===== src/rtl/mac_tx_framer.sv =====
// Egress MAC framer: wraps a streamed payload in preamble/SFD, zero-pads short
// frames, appends the CRC-32 FCS and enforces the inter-frame gap.
module mac_tx_framer #(
    parameter int MIN_LEN    = 60,
    parameter int IFG_CYCLES = 12,
    parameter int LEN_W      = 11
) (
    input  logic        clk,
    input  logic        rst_n,
    input  logic        in_valid,
    input  logic [7:0]  in_data,
    input  logic        in_last,
    output logic        in_ready,
    output logic        gmii_tx_en,
    output logic [7:0]  gmii_txd,
    output logic        gmii_tx_er,
    output logic        tx_busy,
    output logic [31:0] stat_frames,
    output logic [15:0] stat_underruns
);
    typedef enum logic [3:0] {
        S_IDLE, S_PRE, S_SFD, S_DATA, S_PAD, S_FCS, S_UNDR, S_DROP, S_IFG
    } state_t;

    localparam int               CNT_W   = $clog2(IFG_CYCLES + 8);
    localparam logic [LEN_W-1:0] LEN_MAX = '1;

    state_t           state_reg, state_next;
    logic [CNT_W-1:0] cnt_reg;
    logic [LEN_W-1:0] len_reg;
    logic [31:0]      crc_reg;
    logic [31:0]      crc_calc;
    logic [31:0]      fcs_word;
    logic             last_seen_reg;
    logic             tx_en_reg, tx_er_reg;
    logic [7:0]       txd_reg;
    logic [31:0]      stat_frames_reg;
    logic [15:0]      stat_underruns_reg;

    logic             tx_en_next, tx_er_next;
    logic [7:0]       txd_next;
    logic             crc_upd;
    logic [7:0]       crc_byte;
    logic             accept;
    logic             pad_needed;

    function automatic logic [31:0] crc32_byte(input logic [31:0] c, input logic [7:0] d);
        logic [31:0] r;
        r = c ^ {24'd0, d};
        for (int b = 0; b < 8; b++) begin
            r = r[0] ? ((r >> 1) ^ 32'hEDB88320) : (r >> 1);
        end
        return r;
    endfunction

    assign crc_calc   = crc32_byte(crc_reg, crc_byte);
    assign fcs_word   = ~crc_reg;
    assign accept     = in_valid && in_ready;
    // True while the byte being emitted this cycle still leaves the frame short.
    assign pad_needed = (32'(len_reg) + 32'd1) < 32'(MIN_LEN);

    always_ff @(posedge clk or negedge rst_n) begin
        if (!rst_n) begin
            state_reg <= S_IDLE;
            cnt_reg   <= '0;
        end else begin
            state_reg <= state_next;
            cnt_reg   <= (state_next != state_reg) ? '0 : cnt_reg + CNT_W'(1);
        end
    end

    always_comb begin
        state_next = state_reg;
        case (state_reg)
            S_IDLE: if (in_valid) state_next = S_PRE;
            S_PRE:  if (cnt_reg == CNT_W'(6)) state_next = S_SFD;
            S_SFD:  state_next = S_DATA;
            S_DATA: begin
                if (!in_valid)    state_next = S_UNDR;
                else if (in_last) state_next = pad_needed ? S_PAD : S_FCS;
            end
            S_PAD:  if (!pad_needed) state_next = S_FCS;
            S_FCS:  if (cnt_reg == CNT_W'(3)) state_next = S_IFG;
            S_UNDR: state_next = last_seen_reg ? S_IFG : S_DROP;
            S_DROP: if (in_valid && in_last) state_next = S_IFG;
            S_IFG:  if (cnt_reg == CNT_W'(IFG_CYCLES - 1)) state_next = S_IDLE;
            default: state_next = S_IDLE;
        endcase
    end

    always_comb begin
        in_ready   = 1'b0;
        tx_en_next = 1'b0;
        tx_er_next = 1'b0;
        txd_next   = 8'h00;
        crc_upd    = 1'b0;
        crc_byte   = 8'h00;
        case (state_reg)
            S_PRE: begin
                tx_en_next = 1'b1;
                txd_next   = 8'h55;
            end
            S_SFD: begin
                tx_en_next = 1'b1;
                txd_next   = 8'hD5;
            end
            S_DATA: begin
                in_ready = 1'b1;
                // The stall cycle keeps tx_en up so the error cycle stays inside the frame.
                tx_en_next = 1'b1;
                if (in_valid) begin
                    txd_next = in_data;
                    crc_upd  = 1'b1;
                    crc_byte = in_data;
                end
            end
            S_PAD: begin
                tx_en_next = 1'b1;
                crc_upd    = 1'b1;
            end
            S_FCS: begin
                tx_en_next = 1'b1;
                txd_next   = fcs_word[{cnt_reg[1:0], 3'b000} +: 8];
            end
            S_UNDR: begin
                tx_en_next = 1'b1;
                tx_er_next = 1'b1;
            end
            S_DROP: in_ready = 1'b1;
            default: ;
        endcase
    end

    always_ff @(posedge clk or negedge rst_n) begin
        if (!rst_n) begin
            tx_en_reg          <= 1'b0;
            tx_er_reg          <= 1'b0;
            txd_reg            <= 8'h00;
            crc_reg            <= 32'hFFFF_FFFF;
            len_reg            <= '0;
            last_seen_reg      <= 1'b0;
            stat_frames_reg    <= '0;
            stat_underruns_reg <= '0;
        end else begin
            tx_en_reg <= tx_en_next;
            tx_er_reg <= tx_er_next;
            txd_reg   <= txd_next;
            if (state_reg == S_SFD) begin
                crc_reg       <= 32'hFFFF_FFFF;
                len_reg       <= '0;
                last_seen_reg <= 1'b0;
            end else begin
                if (crc_upd) begin
                    crc_reg <= crc_calc;
                    if (len_reg != LEN_MAX) len_reg <= len_reg + LEN_W'(1);
                end
                if (state_reg == S_DATA && accept && in_last) last_seen_reg <= 1'b1;
            end
            if (state_reg == S_FCS && cnt_reg == CNT_W'(3))
                stat_frames_reg <= stat_frames_reg + 32'd1;
            if (state_reg == S_UNDR && stat_underruns_reg != 16'hFFFF)
                stat_underruns_reg <= stat_underruns_reg + 16'd1;
        end
    end

    assign gmii_tx_en     = tx_en_reg;
    assign gmii_tx_er     = tx_er_reg;
    assign gmii_txd       = txd_reg;
    assign tx_busy        = (state_reg != S_IDLE);
    assign stat_frames    = stat_frames_reg;
    assign stat_underruns = stat_underruns_reg;
endmodule

===== config.mk =====
export PLATFORM = sky130hd
export DESIGN_NAME = mac_tx_framer
export DESIGN_NICKNAME = d
export VERILOG_FILES = /design/src/rtl/mac_tx_framer.sv
export SDC_FILE = /design/constraint.sdc
export NUM_CORES = 1
export LEC_CHECK = 0
export ABC_AREA = 1
export CAP_MARGIN = 20
export CORE_UTILIZATION = 58
export DETAILED_ROUTE_END_ITERATION = 16
export PLACE_DENSITY = 0.85
export SLEW_MARGIN = 20
export SYNTH_ARGS = -nofsm -noshare
export SYNTH_HDL_FRONTEND = slang
export SYNTH_SLANG_ARGS = --single-unit
export TNS_END_PERCENT = 50

===== constraint.sdc =====
create_clock -name clk -period 2.4 [get_ports clk]
set_input_delay 0.36 -clock clk [delete_from_list [all_inputs] [get_ports clk]]
set_output_delay 0.36 -clock clk [all_outputs]
set_load 0.01 [all_outputs]

==> results.yml <==
cells_and_area:
  nets: 1047
  diodes: 0
  fill_cells: 938
  drive_gt1_share_pct: 14.9
  syn_to_final_growth_pct: 19.2
global_route:
  first_global_vias: 6552
  grt-ovfl-total: 0
  grt_pass1_wl_mm: 31.0
  antenna_found_initial: 0
  grt_max_degree: 55
  track_usage_pct: 30.8
synthesis:
  synth_xor_xnor_area_share_pct: 10.9
  async_flop_share_pct: 100
  synth_compound_area_share_pct: 8.01
  netlist_area_sq_um: 7140
  synth_top_flop_cell: "dfrtp_1"
  seq_area_frac_synth_pct: 39.5
  synthAdderAreaFrac_pct: 0.877
  synth.distinct_cells: 47
  synth_edf_count: 0
  synth_cells: 932
  yosys-top-cells-count: "nand2_1, inv_1, nand3_1"
  avgSynthCellArea_sq_um: 7.66
  synthSimpleGateAreaFrac_pct: 32.1
  mappedNetlistNets: 949
  synth_mux_area_share_pct: 0.158
  synth.most_common_cell: "nand2_1"
  synthTopCellsByArea: "dfrtp_1, nand2_1, dfstp_2"
  synth_top_area_cell: "dfrtp_1"
  yosysWarnings: 0
  yosysTopAreaCellShare_pct: 27.7
  synth_top_family_by_area: "simple AND/OR/NAND/NOR gates"
  synth_seq_cells: 111
setup_path:
  reg2reg_depth: 14
  cp_top_family: "simple AND/OR/NAND/NOR gates"
  r2r_end: "stat_frames[27]$_DFFE_PN0P_"
  worstPathArrival_ns: 2.47
  critPathLaunchType: "flop"
  cpMaxStageDelayCell: "dfrtp_1"
  slowest_delay_ns: 0.37
  worstPathMaxFanout: 5
  cp.required_ns: 2.65
  cp_cell_sequence: "ha_1 -> inv_1 -> nor2_1 -> nand3_1 -> nor2_4 -> nand2_2 -> nor2_2 -> nand2_2 -> nor2_4 -> nand2_2 -> nor2_4 -> nand4_1 -> nand2_1 -> nand2_1"
  worstSetupEndpointType: "flop"
  r2r_start: "cnt_reg[0]$_DFF_PN0_"
  crit_buf_inv: 1
  crit_type: "flop to flop"
  regToRegSetupSlack_ns: 0.19
power_and_ir_drop:
  ir_worst_vdd_mv: 0.601
  power_density_nw_per_um2: 1150
  leakagePower_nw: 4.00
route:
  dr.pass1.iters: 5
  drt-initial-drc-count: 413
  vias: 6580
  viasPerCell: 5.57
  routed_wl_mm: 18.5
  avgRoutedWirePerCell_um: 15.6
  ant_nets: 0
  drc_errors: 0
clock_tree:
  cts.sinks: 111
  cts_buffer_depth: 2
  clock_latency_ns: 0.36
  cts.clk_slew.worst_paths_ns: 0.07
  cts_tree: "built"
  cts-root-buf: "clkbuf_16"
  cts_buffers: 9
  htreeDepth: 3
timing:
  maxSlewViolCount: 0
  holdWs_ns: 0.475
  finalCritPeriodShare_pct: 92.1
  min_period_ns: 2.21
  relSlewSlack_pct: 63.6
  skew_ns: 0.00604
  tightest_slew_ns: 0.542
  clock.fmax_mhz: 452
  finalHoldViolCount: 0
  fin_tns_setup_ns: 0
  setup_violations: 0
die:
  num_io_pins: 72
  die_h_um: 113
  start_util_pct: 59.4
  die_x_um: 113
  core-area_sq_um: 12000
  fp-row-count: 40
  fp.dieArea_sq_um: 12800
placement:
  gp_congestion: 0.947
  dp_hpwl_mm: 13.3
  port_buffers: 71
job:
  maxCapViolations: 0
run_status:
  status: "finished clean"
min_path:
  hold_class: "input pin to asynchronous set/reset pin"
[cells in the final DEF (no fill, tap or decap), drive strengths merged]
| cell | netlist | routed |
|---|---|---|
| nand2 | 272 | 272 |
| inv | 125 | 127 |
| nand3 | 94 | 94 |
| nor2 | 83 | 83 |
| dfrtp | 79 | 79 |
| clkdlybuf4s50 | 0 | 70 |
| xor2 | 51 | 51 |
| o21ai | 45 | 45 |
| dfstp | 32 | 32 |
| buf | 11 | 32 |
| xnor2 | 31 | 31 |
| a21oi | 26 | 26 |
| nor3 | 19 | 19 |
| o22ai | 18 | 18 |
| nand4 | 11 | 11 |
| clkbuf | 5 | 10 |
| nor4 | 6 | 6 |
| ha | 5 | 5 |
| a211oi | 4 | 4 |
| or2 | 4 | 4 |
| o31ai | 3 | 3 |
| bufinv | 0 | 2 |
| clkinv | 1 | 2 |
| a31oi | 2 | 2 |
| a21boi | 1 | 1 |
| nand3b | 1 | 1 |
| a22oi | 1 | 1 |
| a41oi | 1 | 1 |
| mux2 | 1 | 1 |
| clkinvlp | 0 | 1 |
| dlygate4sd3 | 0 | 1 |
[per-stage QoR]
stage | instance area [sq um] | total power (W) | util (%) | setup WS (ns) | instances
3_3_place_gp | 8150 | 0.00787 | 67.8 | 0.0587 | 1164
3_5_place_dp | 8150 | 0.00799 | 67.8 | 0.0181 | 1164
4_1_cts | 8490 | 0.00972 | 70.7 | 0.0352 | 1181
5_1_grt | 8510 | 0.0105 | 70.9 | -0.00905 | 1182
6_report | 8510 | 0.00977 | 70.9 | 0.189 | 1182
2_1_floorplan | 7140 | 0.00658 | - | 0.421 | 932
[how the worst max path moves through the flow]
stage,from,to,slack (ns),depth (start not counted)
global placement,in_valid,crc_reg[7]$_DFFE_PN1P_,0.06,15
detailed placement,in_valid,crc_reg[7]$_DFFE_PN1P_,0.02,15
finish,cnt_reg[0]$_DFF_PN0_,stat_frames[27]$_DFFE_PN0P_,0.19,14
CTS,cnt_reg[0]$_DFF_PN0_,stat_frames[26]$_DFFE_PN0P_,0.04,11
floorplan,cnt_reg[0]$_DFF_PN0_,cnt_reg[0]$_DFF_PN0_,0.42,11
global route,cnt_reg[0]$_DFF_PN0_,stat_frames[27]$_DFFE_PN0P_,-0.009,14
[cell families (layout without fill, tap and decap cells)]
family,Yosys count,count (layout)
adder cells (fa/ha/maj),5,5
XOR/XNOR,82,82
buffers and inverters,142,245
multiplexers,1,1
AO/OA/AOI/OAI,101,101
flip-flops,111,111
AND/OR/NAND/NOR,490,490
[layout make-up]
class	count	area (sq um)	share of cell area (%)
multi-input cells	679	3730	43.8
flip-flops and latches	111	2820	33.1
repair buffers	103	976	11.5
inverters	126	473	5.56
clock buffers	10	229	2.69
well taps	147	184	2.16
clock inverters	6	104	1.22
[what timing repair did]
item | in CTS | in global routing
buffers inserted | 0 | 1
hold endpoints to repair | 8 | 0
gates resized for setup | 0 | 2
endpoints found under the setup margin | 0 | 10
hold buffers | 1 | 0
[report_power, final]
group / switching (W) / leakage, nW / internal (W)
Clock: 0.000730 / 0.158 / 0.000936
Sequential: 0.000431 / 1.40 / 0.00253
Combinational: 0.00323 / 2.44 / 0.00192
Total: 0.00439 / 4.00 / 0.00538
[metal layers]
metal | GRT usage, % | up-vias | share of wire, %
met5 | 0 | - | 0
li1 | - | 3170 | -
met3 | 6.11 | 46 | 6.0
met1 | 37.9 | 3117 | 42
met2 | 54.0 | 247 | 49
met4 | 11.0 | 0 | 2.9
(Power assumes the default switching activity.)
